<file path="config.mk">
export PLATFORM = sky130hd
export DESIGN_NAME = arb_muxn
export DESIGN_NICKNAME = d
export VERILOG_FILES = /design/src/rtl/arb_muxn.sv
export SDC_FILE = /design/constraint.sdc
export NUM_CORES = 1
export LEC_CHECK = 0
export BUFFER_PORTS_ARGS = -buffer_cell sky130_fd_sc_hd__buf_2
export CAP_MARGIN = 15
export CORE_ASPECT_RATIO = 1.25
export CORE_MARGIN = 2
export CORE_UTILIZATION = 44
export DETAILED_ROUTE_END_ITERATION = 8
export GPL_ROUTABILITY_DRIVEN = 0
export PLACE_DENSITY_LB_ADDON = 0.05
export REMOVE_ABC_BUFFERS = 1
export SETUP_SLACK_MARGIN = 0.05
export SLEW_MARGIN = 20
export SYNTH_ARGS = -nofsm -noshare
export SYNTH_HDL_FRONTEND = slang
export SYNTH_SLANG_ARGS = --single-unit
</file>
<file path="constraint.sdc">
create_clock -name clk -period 4.8 [get_ports clk]
set_clock_uncertainty 0.15 [all_clocks]
set_input_delay 0.96 -clock clk [delete_from_list [all_inputs] [get_ports clk]]
set_output_delay 0.96 -clock clk [all_outputs]
set_load 0.005 [all_outputs]
</file>
<file path="src/rtl/arb_muxn.sv">
// N-channel arbitrated multiplexer with a single registered output slot.
// Defining ARB_MUXN_RR_EN selects round-robin arbitration; otherwise fixed lowest-index priority.
`timescale 1ns/1ps

module arb_muxn #(
  parameter int unsigned WIDTH = 32,
  parameter int unsigned NCH   = 4,
  localparam int unsigned SELW = $clog2(NCH)
) (
  input  logic                 clk,
  input  logic                 resetn,
  input  logic [NCH-1:0]       in_valid,
  input  logic [NCH*WIDTH-1:0] in_data,
  output logic [NCH-1:0]       in_ready,
  output logic                 out_valid,
  output logic [WIDTH-1:0]     out_data,
  output logic [SELW-1:0]      out_sel,
  input  logic                 out_ready
);

  logic             out_valid_q;
  logic [WIDTH-1:0] out_data_q;
  logic [SELW-1:0]  out_sel_q;

  logic [NCH-1:0]   grant;
  logic [SELW-1:0]  gidx;
  logic             found;
  logic             load_en;
  logic             xfer;
  logic [WIDTH-1:0] sel_data;

`ifdef ARB_MUXN_RR_EN
  logic [SELW-1:0] ptr_q, ptr_d;
  int unsigned     idx;

  // Scan upward from ptr, wrapping past NCH-1 back to channel 0.
  always_comb begin
    grant = '0;
    gidx  = '0;
    found = 1'b0;
    idx   = 0;
    for (int unsigned k = 0; k < NCH; k++) begin
      idx = 32'(ptr_q) + k;
      if (idx >= NCH) begin
        idx = idx - NCH;
      end
      if (!found && in_valid[idx]) begin
        found      = 1'b1;
        grant[idx] = 1'b1;
        gidx       = SELW'(idx);
      end
    end
  end

  always_comb begin
    ptr_d = ptr_q;
    if (xfer) begin
      ptr_d = (gidx == SELW'(NCH - 1)) ? '0 : gidx + SELW'(1);
    end
  end

  always_ff @(posedge clk or negedge resetn) begin
    if (!resetn) begin
      ptr_q <= '0;
    end else begin
      ptr_q <= ptr_d;
    end
  end
`else
  always_comb begin
    grant = '0;
    gidx  = '0;
    found = 1'b0;
    for (int unsigned i = 0; i < NCH; i++) begin
      if (!found && in_valid[i]) begin
        found    = 1'b1;
        grant[i] = 1'b1;
        gidx     = SELW'(i);
      end
    end
  end
`endif

  // The slot may accept a new item when empty or when it is draining this cycle.
  assign load_en  = ~out_valid_q | out_ready;
  assign in_ready = resetn ? (grant & {NCH{load_en}}) : '0;
  assign xfer     = |in_ready;

  always_comb begin
    sel_data = '0;
    for (int unsigned i = 0; i < NCH; i++) begin
      sel_data = sel_data | (in_data[i*WIDTH +: WIDTH] & {WIDTH{grant[i]}});
    end
  end

  always_ff @(posedge clk or negedge resetn) begin
    if (!resetn) begin
      out_valid_q <= 1'b0;
      out_data_q  <= '0;
      out_sel_q   <= '0;
    end else if (xfer) begin
      out_valid_q <= 1'b1;
      out_data_q  <= sel_data;
      out_sel_q   <= gidx;
    end else if (out_ready) begin
      out_valid_q <= 1'b0;
    end
  end

  assign out_valid = out_valid_q;
  assign out_data  = out_data_q;
  assign out_sel   = out_sel_q;

endmodule
</file>
======== Yosys cells after proc, flatten, opt, wreduce, memory -nomap -nowiden ========
Index checks and enable logic that the tools add are counted.
word-level totals
  bits of input ports ..................... 135
  output and inout port bits .............. 39
  bits in registers ....................... 35
  word-level logic and storage cells ...... 33
cells by class
  reduce and logical (&&, ||, !) cells .... 8
  bitwise logic cells ..................... 10
  multiplexer cells ....................... 12
operators by type and width
  operator            number
  32-bit AND          4
  32-bit bitwise OR   3
  1-bit 2-to-1 mux    9
  4-bit AND           1
  2-bit 2-to-1 mux    2
  4-bit 2-to-1 mux    1
  4-bit OR reduction  1
  1-bit logical AND   3
  1-bit zero test     3
  2-bit nonzero test  1
  1-bit inverter      1
  1-bit bitwise OR    1

======== Depth between registers and ports, before layout ========
Gate-level depths: netlist of the first run.
  depth after elaboration ................. 14
  depth in mapped cells ................... 7
  mapped depth without buffers ............ 3

======== Worst setup path before layout of the first run ========
No wires, ideal clock.
  path kind ............................... input-to-output
  start point ............................. in in_valid[2]
  end point ............................... out in_ready[3]
  slack ................................... 1631 ps
  required time ........................... 3690 ps
  stages .................................. 4
  path buffers ............................ 2
  data arrival time ....................... 2059 ps
  cell sequence ........................... clkbuf_1 nor4b_2 clkbuf_1 and3_1
on the way
  cells in the longest elaborated chain, start to end .. 7
RTL lines
  what                line  text
  start: declaration  12    input logic [NCH-1:0] in_valid,
  1-bit logical AND   75    if (!found && in_valid[i]) begin
  1-bit 2-to-1 mux    75
  1-bit zero test     75
  1-bit logical AND   75
  1-bit 2-to-1 mux    75
  4-bit AND           86    assign in_ready = resetn ? (grant & {NCH{load_en}}) : '0;
  4-bit 2-to-1 mux    86
  end: declaration    14    output logic [NCH-1:0] in_ready,
Every way passes these cells.

======== Final worst setup path of the first run ========
  start point ............................. in resetn
  end point ............................... out in_ready[1]
on the way
  cells in the longest elaborated chain, start to end .. 1
RTL lines
  what                line  text
  start: declaration  11    input logic resetn,
  4-bit 2-to-1 mux    86
Every way passes these cells.

==> results of run 1 <==
## metal layers
metal,vias to the layer above,wire [µm],track usage
met5,-,0,0
met4,0,126,0.0927
met3,8,498,0.0558
met2,115,3960,0.448
met1,1355,3210,0.304
li1,1383,-,-
## power by group through the flow
stage | Combinational, µW | Clock, µW | Sequential [µW]
floorplan | 105 | 0 | 382
global placement | 270 | 0 | 374
detailed placement | 273 | 0 | 376
CTS | 273 | 211 | 371
global route | 301 | 223 | 377
finish | 271 | 205 | 371
## registers in the layout, indices dropped and copies added (netlist names)
| name | count |
|---|---|
| out_data | 32 |
| out_valid | 1 |
| out_sel | 2 |
## synth_stat cells
cell,count
sky130_fd_sc_hd__a31oi_1,64
sky130_fd_sc_hd__dfrtp_1,35
sky130_fd_sc_hd__nand2_1,35
sky130_fd_sc_hd__a21oi_1,33
sky130_fd_sc_hd__o2bb2ai_1,33
sky130_fd_sc_hd__nand3b_1,32
sky130_fd_sc_hd__clkbuf_1,29
sky130_fd_sc_hd__buf_6,6
sky130_fd_sc_hd__nor2_1,3
sky130_fd_sc_hd__buf_1,2
sky130_fd_sc_hd__a2bb2oi_1,1
sky130_fd_sc_hd__and3_1,1
sky130_fd_sc_hd__and3_4,1
sky130_fd_sc_hd__clkinv_1,1
sky130_fd_sc_hd__inv_1,1
sky130_fd_sc_hd__nand2b_1,1
sky130_fd_sc_hd__nand3_1,1
sky130_fd_sc_hd__nor3b_1,1
sky130_fd_sc_hd__nor4b_2,1
sky130_fd_sc_hd__o211ai_1,1
sky130_fd_sc_hd__or4_4,1
## cells in the final DEF, fill, tap and decap left out, drive strengths merged
| master | netlist | final |
|---|---|---|
| nand3 | 1 | 1 |
| o2bb2ai | 33 | 33 |
| nor3b | 1 | 1 |
| o211ai | 1 | 1 |
| a21oi | 33 | 33 |
| or4 | 1 | 1 |
| a2bb2oi | 1 | 1 |
| buf | 8 | 178 |
| clkbuf | 29 | 7 |
| inv | 1 | 1 |
| dfrtp | 35 | 35 |
| nand2 | 35 | 35 |
| nor4b | 1 | 1 |
| nand3b | 32 | 32 |
| a31oi | 64 | 64 |
| nand2b | 1 | 1 |
| nor2 | 3 | 3 |
| clkinv | 1 | 2 |
| and3 | 2 | 2 |
## kinds of logic after synthesis
logic type	synth area share
compound gates	0.365
buf+inv	0.0803
flops	0.367
simple gates	0.187
## final timing paths
| path | from | end | slack, ps |
|---|---|---|---|
| min in group asynchronous | resetn | out_data[15]$_DFFE_PN0P_ | 550 |
| max in group asynchronous | resetn | out_data[7]$_DFFE_PN0P_ | 3110 |
| min reg2reg | out_sel[0]$_DFFE_PN0P_ | out_sel[0]$_DFFE_PN0P_ | 360 |
| max reg2reg | out_valid$_DFFE_PN0P_ | out_data[3]$_DFFE_PN0P_ | 3010 |
| max | resetn | in_ready[1] | 1600 |
| min | out_sel[0]$_DFFE_PN0P_ | out_sel[0]$_DFFE_PN0P_ | 360 |
## metrics by stage
step            util  setup WS, ps  cell area [µm²]  instances
3_5_place_dp   0.619          1580             3190        486
5_1_grt        0.635          1400             3270        494
6_report       0.635          1600             3270        494
3_3_place_gp   0.619          1610             3190        486
2_1_floorplan      -           939             2200        246
4_1_cts        0.635          1570             3270        494
## area by class of cell
| cell class | count | area [µm²] | share of cell area |
|---|---|---|---|
| timing repair buffer | 178 | 903 | 0.276 |
| sequential | 35 | 876 | 0.268 |
| multi-input combinational | 209 | 1330 | 0.405 |
| inverter | 2 | 7.51 | 0.00230 |
| tap | 62 | 77.6 | 0.0237 |
| clock inverter | 1 | 5.00 | 0.00153 |
| clock buffer | 7 | 76.3 | 0.0233 |
## critical path, stage by stage
cell and delay [ps]:
sky130_fd_sc_hd__buf_2 510, sky130_fd_sc_hd__nand2_1 250, sky130_fd_sc_hd__nor3b_1 220, sky130_fd_sc_hd__buf_2 140
==> results.txt, run 1 <==
The flow ran to the end, and the final reports show no timing, DRC or antenna violations. 174 I/O pins were placed. Synthesis handed over a netlist of 283 instances. The number of vias per cell came out at 5.79. The total power consumption of the routed design is 848 µW. Counting cells, the worst reg-to-reg path comes to 4. The path class of the tightest hold or removal check is flip-flop to flip-flop. The internal portion of total power is 582 µW. The initial antenna violation count came out at 0. The post-synthesis area per instance is 8.42 µm². Of the total power, the share spent switching nets is 0.314.

The routed wire length came out at 7800 µm. In this run, post-CTS repair resized a total of 0 instances. STA classifies the critical path startpoint as an input pin. The buffer depth of the longest clock path is 2.

The area of the placeable core is 5150 µm². The count of yosys warnings during synthesis is 0. The top cell type's share of synthesized area came out at 0.367. Setup repair after global routing left no endpoint under its margin. The final hold slack is 358 ps. The DRC violation total after the first TritonRoute iteration came out at 179. The clock root buffer master is sky130_fd_sc_hd__clkbuf_8.

Clock tree synthesis inserted a total of 5 buffers. After the last flow step, the layout net total stands at 566. The length of the first detailed-routing pass in iterations came out at 4.

The number of pins with negative max-slew slack in the final report is 0. After clock tree synthesis, the clock-pin slew on the worst setup and hold paths is 70 ps. The switching component of the power is 266 µW. The fill cell instance count of the final layout is 472. The total overflow left after global routing is 0. The shortest clock period the worst path allows after layout is 3200 ps. The die is 86.3 µm tall. From left edge to right edge, the die measures 69.8 µm. For this run, design rule violations remaining after detail routing come to 0. The post-synthesis register bit count is 35.

The fraction of the cycle the final worst path needs came out at 0.666. The largest area contributor in the synthesized netlist is sky130_fd_sc_hd__dfrtp_1. The clock share of power is 0.242. The insertion delay to the later sink of the worst-skew pair came out at 280 ps. The half-perimeter wire length after detailed placement came out at 5270 µm. STA classifies the critical path endpoint as an output pin. From synthesis to final layout, the design area changed by 37.2%. The first global-routing pass estimated 12500 µm of wire. The leakage power summed over all cells came out at 0.00145 µW.

The number of hold-slack violations in the final timing report came out at 0. The global router's overall resource usage came out at 0.254. The transition time at the pin with the least slew margin is 733 ps.

The share of the Yosys chip area taken by registers is 0.367. The number of antenna diodes is 0. Of the cells placed in the final design, the portion with a size suffix greater than 1 is 0.433. The clock tree synthesis step divided the H-tree into 2 levels. The number of global-route vias before repair is 2747. Setup violations remaining at the end of the flow were counted as 0. The share of total power dissipated in combinational logic is 0.320.

The total number of clock tree sinks came out at 35. The total via count in the routed design came out at 2861. Along the worst path, the maximum fanout reaches 35. The hold path depth is 1. The areal power density over the cells came out at 259 nW/µm². The total standard cell area after synthesis is 2380 µm². The peak supply drop is 0.144 mV. The remaining antenna violation count after routing is 0. Sorting the synthesized cells by area gives the leading types as sky130_fd_sc_hd__dfrtp_1 (37%), sky130_fd_sc_hd__a31oi_1 (17%), sky130_fd_sc_hd__o2bb2ai_1 (12%), sky130_fd_sc_hd__nand3b_1 (10%), sky130_fd_sc_hd__a21oi_1 (6.9%). The top achievable clock speed came out at 313 MHz.

The initial cell density of the core came out at 0.463. The worst path required time came out at 3690 ps. The relative contribution of sequential cells to total power is 0.438.

TritonCTS built the clock tree. The count of unique library cells instantiated by Yosys is 21. The number of I/O port buffers came out at 173. The total negative slack for setup checks came out at 0 ps. Entering global routing, the biggest net connects 49 pins. Across the run, the number of max-cap violations was 0. The overall die area came out at 6030 µm².

The critical path is of the input pin to output pin type. Dividing the detail-routed wire length by the instance count gives 15.8 µm. The post-CTS setup buffer count is 0. Row generation in the floorplan step produced 29 rows. The worst max-slew margin expressed relative to the limit is 0.511. At the worst endpoint, the arrival time is 2090 ps. For this design, the CTS-stage hold fixing added 0 buffers.
Power figures use the tool's default switching activity.
==> run 2, diff against run 1 <==
ABC_AREA = 1   (was not set)
CORE_UTILIZATION = 43   (was 44)
clock period = 3.3 ns   (was 4.8 ns; I/O delays follow)
==> results.txt, run 2 <==
Entering global routing, the biggest net connects 36 pins. The number of I/O port buffers came out at 173. The shortest clock period the worst path allows after layout came out at 2430 ps. For the final routed database, the setup TNS stands at 0 ps. The register with the most flip-flops in the layout has 32 of them. The hold buffer count at cts came out at 0.

The total overflow reported by the global router is 0. The total via count in the routed design came out at 3197. The worst setup path is launched from an input pin. Synthesis produced a netlist whose cell count is 411. Dividing the synthesized area by the synthesized cell count gives 6.64 µm². The area taken by flip-flops and latches is 876 µm². The arrival time of data at the critical path endpoint came out at 1620 ps.

The highest-delay cell along the critical path is sky130_fd_sc_hd__buf_2. The share of synthesized registers carrying an async set or reset came out at 1.00. The floorplan has 32 rows. The top cell types in the final layout, fill and taps aside, are sky130_fd_sc_hd__buf_2 (173), sky130_fd_sc_hd__nand2_1 (170), sky130_fd_sc_hd__nand3_1 (108). The die is 75.3 µm wide. The worst max-slew margin expressed relative to the limit came out at 0.521.

The total number of clock tree sinks came out at 35. The peak supply drop is 0.220 mV. The count of unique library cells instantiated by Yosys is 16.

The top cell type's share of synthesized area is 0.321. The detail route stage leaves a number of antenna-violating nets equal to 0. The kind of cell with the highest combined delay along the critical path is buffers and inverters.

The initial antenna violation count is 1. Setup slack closes at 873 ps. The DRC violation total after the first TritonRoute iteration is 108. Of the total synthesized cell area, the portion taken by full adders, half adders and majority gates is 0.

The area of placed instances came out at 3510 µm². The max-capacitance violation count is 0. The number of hold-slack violations in the final timing report is 0.

The commonest cells after synthesis are sky130_fd_sc_hd__nand2_1 (170), sky130_fd_sc_hd__nand3_1 (108), sky130_fd_sc_hd__dfrtp_1 (35), sky130_fd_sc_hd__inv_1 (34), sky130_fd_sc_hd__nand3_2 (20). The half-perimeter wire length after detailed placement is 5980 µm. Among the stages of the critical path, the cell type that occurs most often is sky130_fd_sc_hd__buf_2. The worst register-to-register path begins at out_valid$_DFFE_PN0P_. The ratio of cells with drive above 1 in the final layout came out at 0.381. The insertion delay to the later sink of the worst-skew pair is 280 ps. The number of clock buffers inserted by TritonCTS came out at 5. The share of the Yosys chip area taken by registers is 0.321. Measured along the y axis, the die boundary spans 93.1 µm. The number of pins with negative max-slew slack in the final report came out at 0. The most frequent standard cell in the layout excluding fill and tap cells is sky130_fd_sc_hd__buf_2. The area of the placeable core came out at 6170 µm². The total of cells resized after clock tree synthesis is 0. The number of global-route vias before repair is 2973. The biggest area contributor in the post-synthesis netlist is sky130_fd_sc_hd__dfrtp_1. The buffer depth of the longest clock path came out at 2. Of the total synthesized cell area, the portion taken by XOR and XNOR cells is 0. Clock-pin slew was measured on the worst setup and hold paths at 70 ps. The H-tree depth is 2. The wire length of the first global-routing pass came out at 13400 µm. The count of cells along the worst register-to-register path came out at 7. Wires add up to 8210 µm. The critical path contains buffers and inverters numbering 2 combined. The type of the tightest min-delay check is input pin to async pin. The finished cells cover 3630 µm². Among all flip-flop cells after synthesis, the most frequent one is sky130_fd_sc_hd__dfrtp_1. The total standard cell area after synthesis came out at 2730 µm². The compound-gate portion of the synthesized area came out at 0. The post-CTS setup buffer count came out at 0. The critical path runs through a total of 4 cells. 174 I/O pins were placed. The largest incremental delay on the critical path came out at 560 ps. The residual DRC count is 0. Of all nets on the critical path, the largest fanout is 34. The fill cell instance count of the final layout is 675. The areal power density over the cells is 368 nW/µm². The setup slack on the worst flop-to-flop path is 1560 ps. The critical path goes through buf_2 > nand2_1 > nor2_1 > buf_2. Yosys attributes the largest share of cell area to sky130_fd_sc_hd__dfrtp_1 (32%), sky130_fd_sc_hd__nand2_1 (23%), sky130_fd_sc_hd__nand3_1 (20%), sky130_fd_sc_hd__nand3_2 (7.3%), sky130_fd_sc_hd__inv_1 (4.7%). The count of yosys warnings during synthesis is 0. The number of vias per cell is 4.88. The worst register-to-register path ends at out_data[31]$_DFFE_PN0P_. The initial cell density of the core is 0.443. The length of the first detailed-routing pass in iterations is 5. The overall die area is 7000 µm². The synthesized design contains 0 enable-type register cells. Of the total synthesized cell area, the portion taken by AND, OR, NAND and NOR gates is 0.537.

The portion of synthesized area spent on multiplexers is 0. At the end of the flow, the number of nets in the layout was 703. The area taken by multi-input logic gates is 1470 µm².

The total power consumption of the routed design came out at 1340 µW. The transition time at the pin with the least slew margin came out at 719 ps. The worst setup path is of the input pin to output pin kind. STA puts the critical path data required time at 2490 ps. The fraction of the cycle the final worst path needs came out at 0.736. The endpoint class of the critical path is an output pin. The post-synthesis register bit count is 35. The leakage power summed over all cells is 0.00219 µW. The run finished with clean final reports. The pre-CTS worst setup slack came out at 826 ps. Compared with the post-synthesis result, the final layout area differs by 33.1%. The main combinational cell family by area after synthesis is simple AND/OR/NAND/NOR gates. The cell sitting at the root of the clock tree is a sky130_fd_sc_hd__clkbuf_8. The most numerous cell in the Yosys netlist is sky130_fd_sc_hd__nand2_1.

Setup violations remaining at the end of the flow were counted as 0. The top achievable clock speed is 412 MHz. Setup repair after global routing left no endpoint under its margin. The average wire length per cell after detail routing is 12.5 µm. TritonCTS built the clock tree. The global router's overall resource usage is 0.244.
run 2: area by class of cell:
cell class              instances  share of cell area
inverters                      37              0.0382
clock inverters                 2             0.00964
well taps                      85              0.0293
diodes                          1            0.000689
flip-flops and latches         35               0.241
clock buffers                   6              0.0227
repair buffers                181               0.255
multi-input cells             308               0.404
run 2: report_power, final:
part / switching (µW) / internal, µW
Sequential: 36.7 / 500
Clock: 151 / 244
Combinational: 226 / 180
run 2: logic make-up (layout without fill, tap and decap cells):
| kind of cell | after synthesis | in the layout |
|---|---|---|
| AND/OR/NAND/NOR | 308 | 308 |
| other | 0 | 1 |
| buffers and inverters | 68 | 226 |
| flip-flops | 35 | 35 |
run 2: worst max-delay path by stage:
stage | start | endpoint | slack (ps)
6_report | in_valid[1] | in_ready[1] | 870
5_1_grt | in_valid[1] | in_ready[1] | 770
4_1_cts | in_valid[1] | in_ready[1] | 870
3_5_place_dp | in_valid[1] | out_data[16]$_DFFE_PN0P_ | 830
3_3_place_gp | in_valid[1] | in_ready[2] | 860
2_1_floorplan | in_valid[1] | in_ready[3] | 970
run 2: metal layers:
| layer | global-route usage | vias up | share of wire |
|---|---|---|---|
| li1 | - | 1610 | - |
| met1 | 0.281 | 1447 | 0.39 |
| met2 | 0.442 | 128 | 0.51 |
| met3 | 0.0453 | 12 | 0.075 |
| met4 | 0.0804 | 0 | 0.021 |
| met5 | 0 | - | 0 |
run 2: stage by stage:
stage	std cells	utilization	hold WS (ps)
detailed placement	646	0.570	310
global placement	646	0.570	307
global route	655	0.589	350
finish	655	0.589	311
floorplan	380	-	214
CTS	654	0.589	326
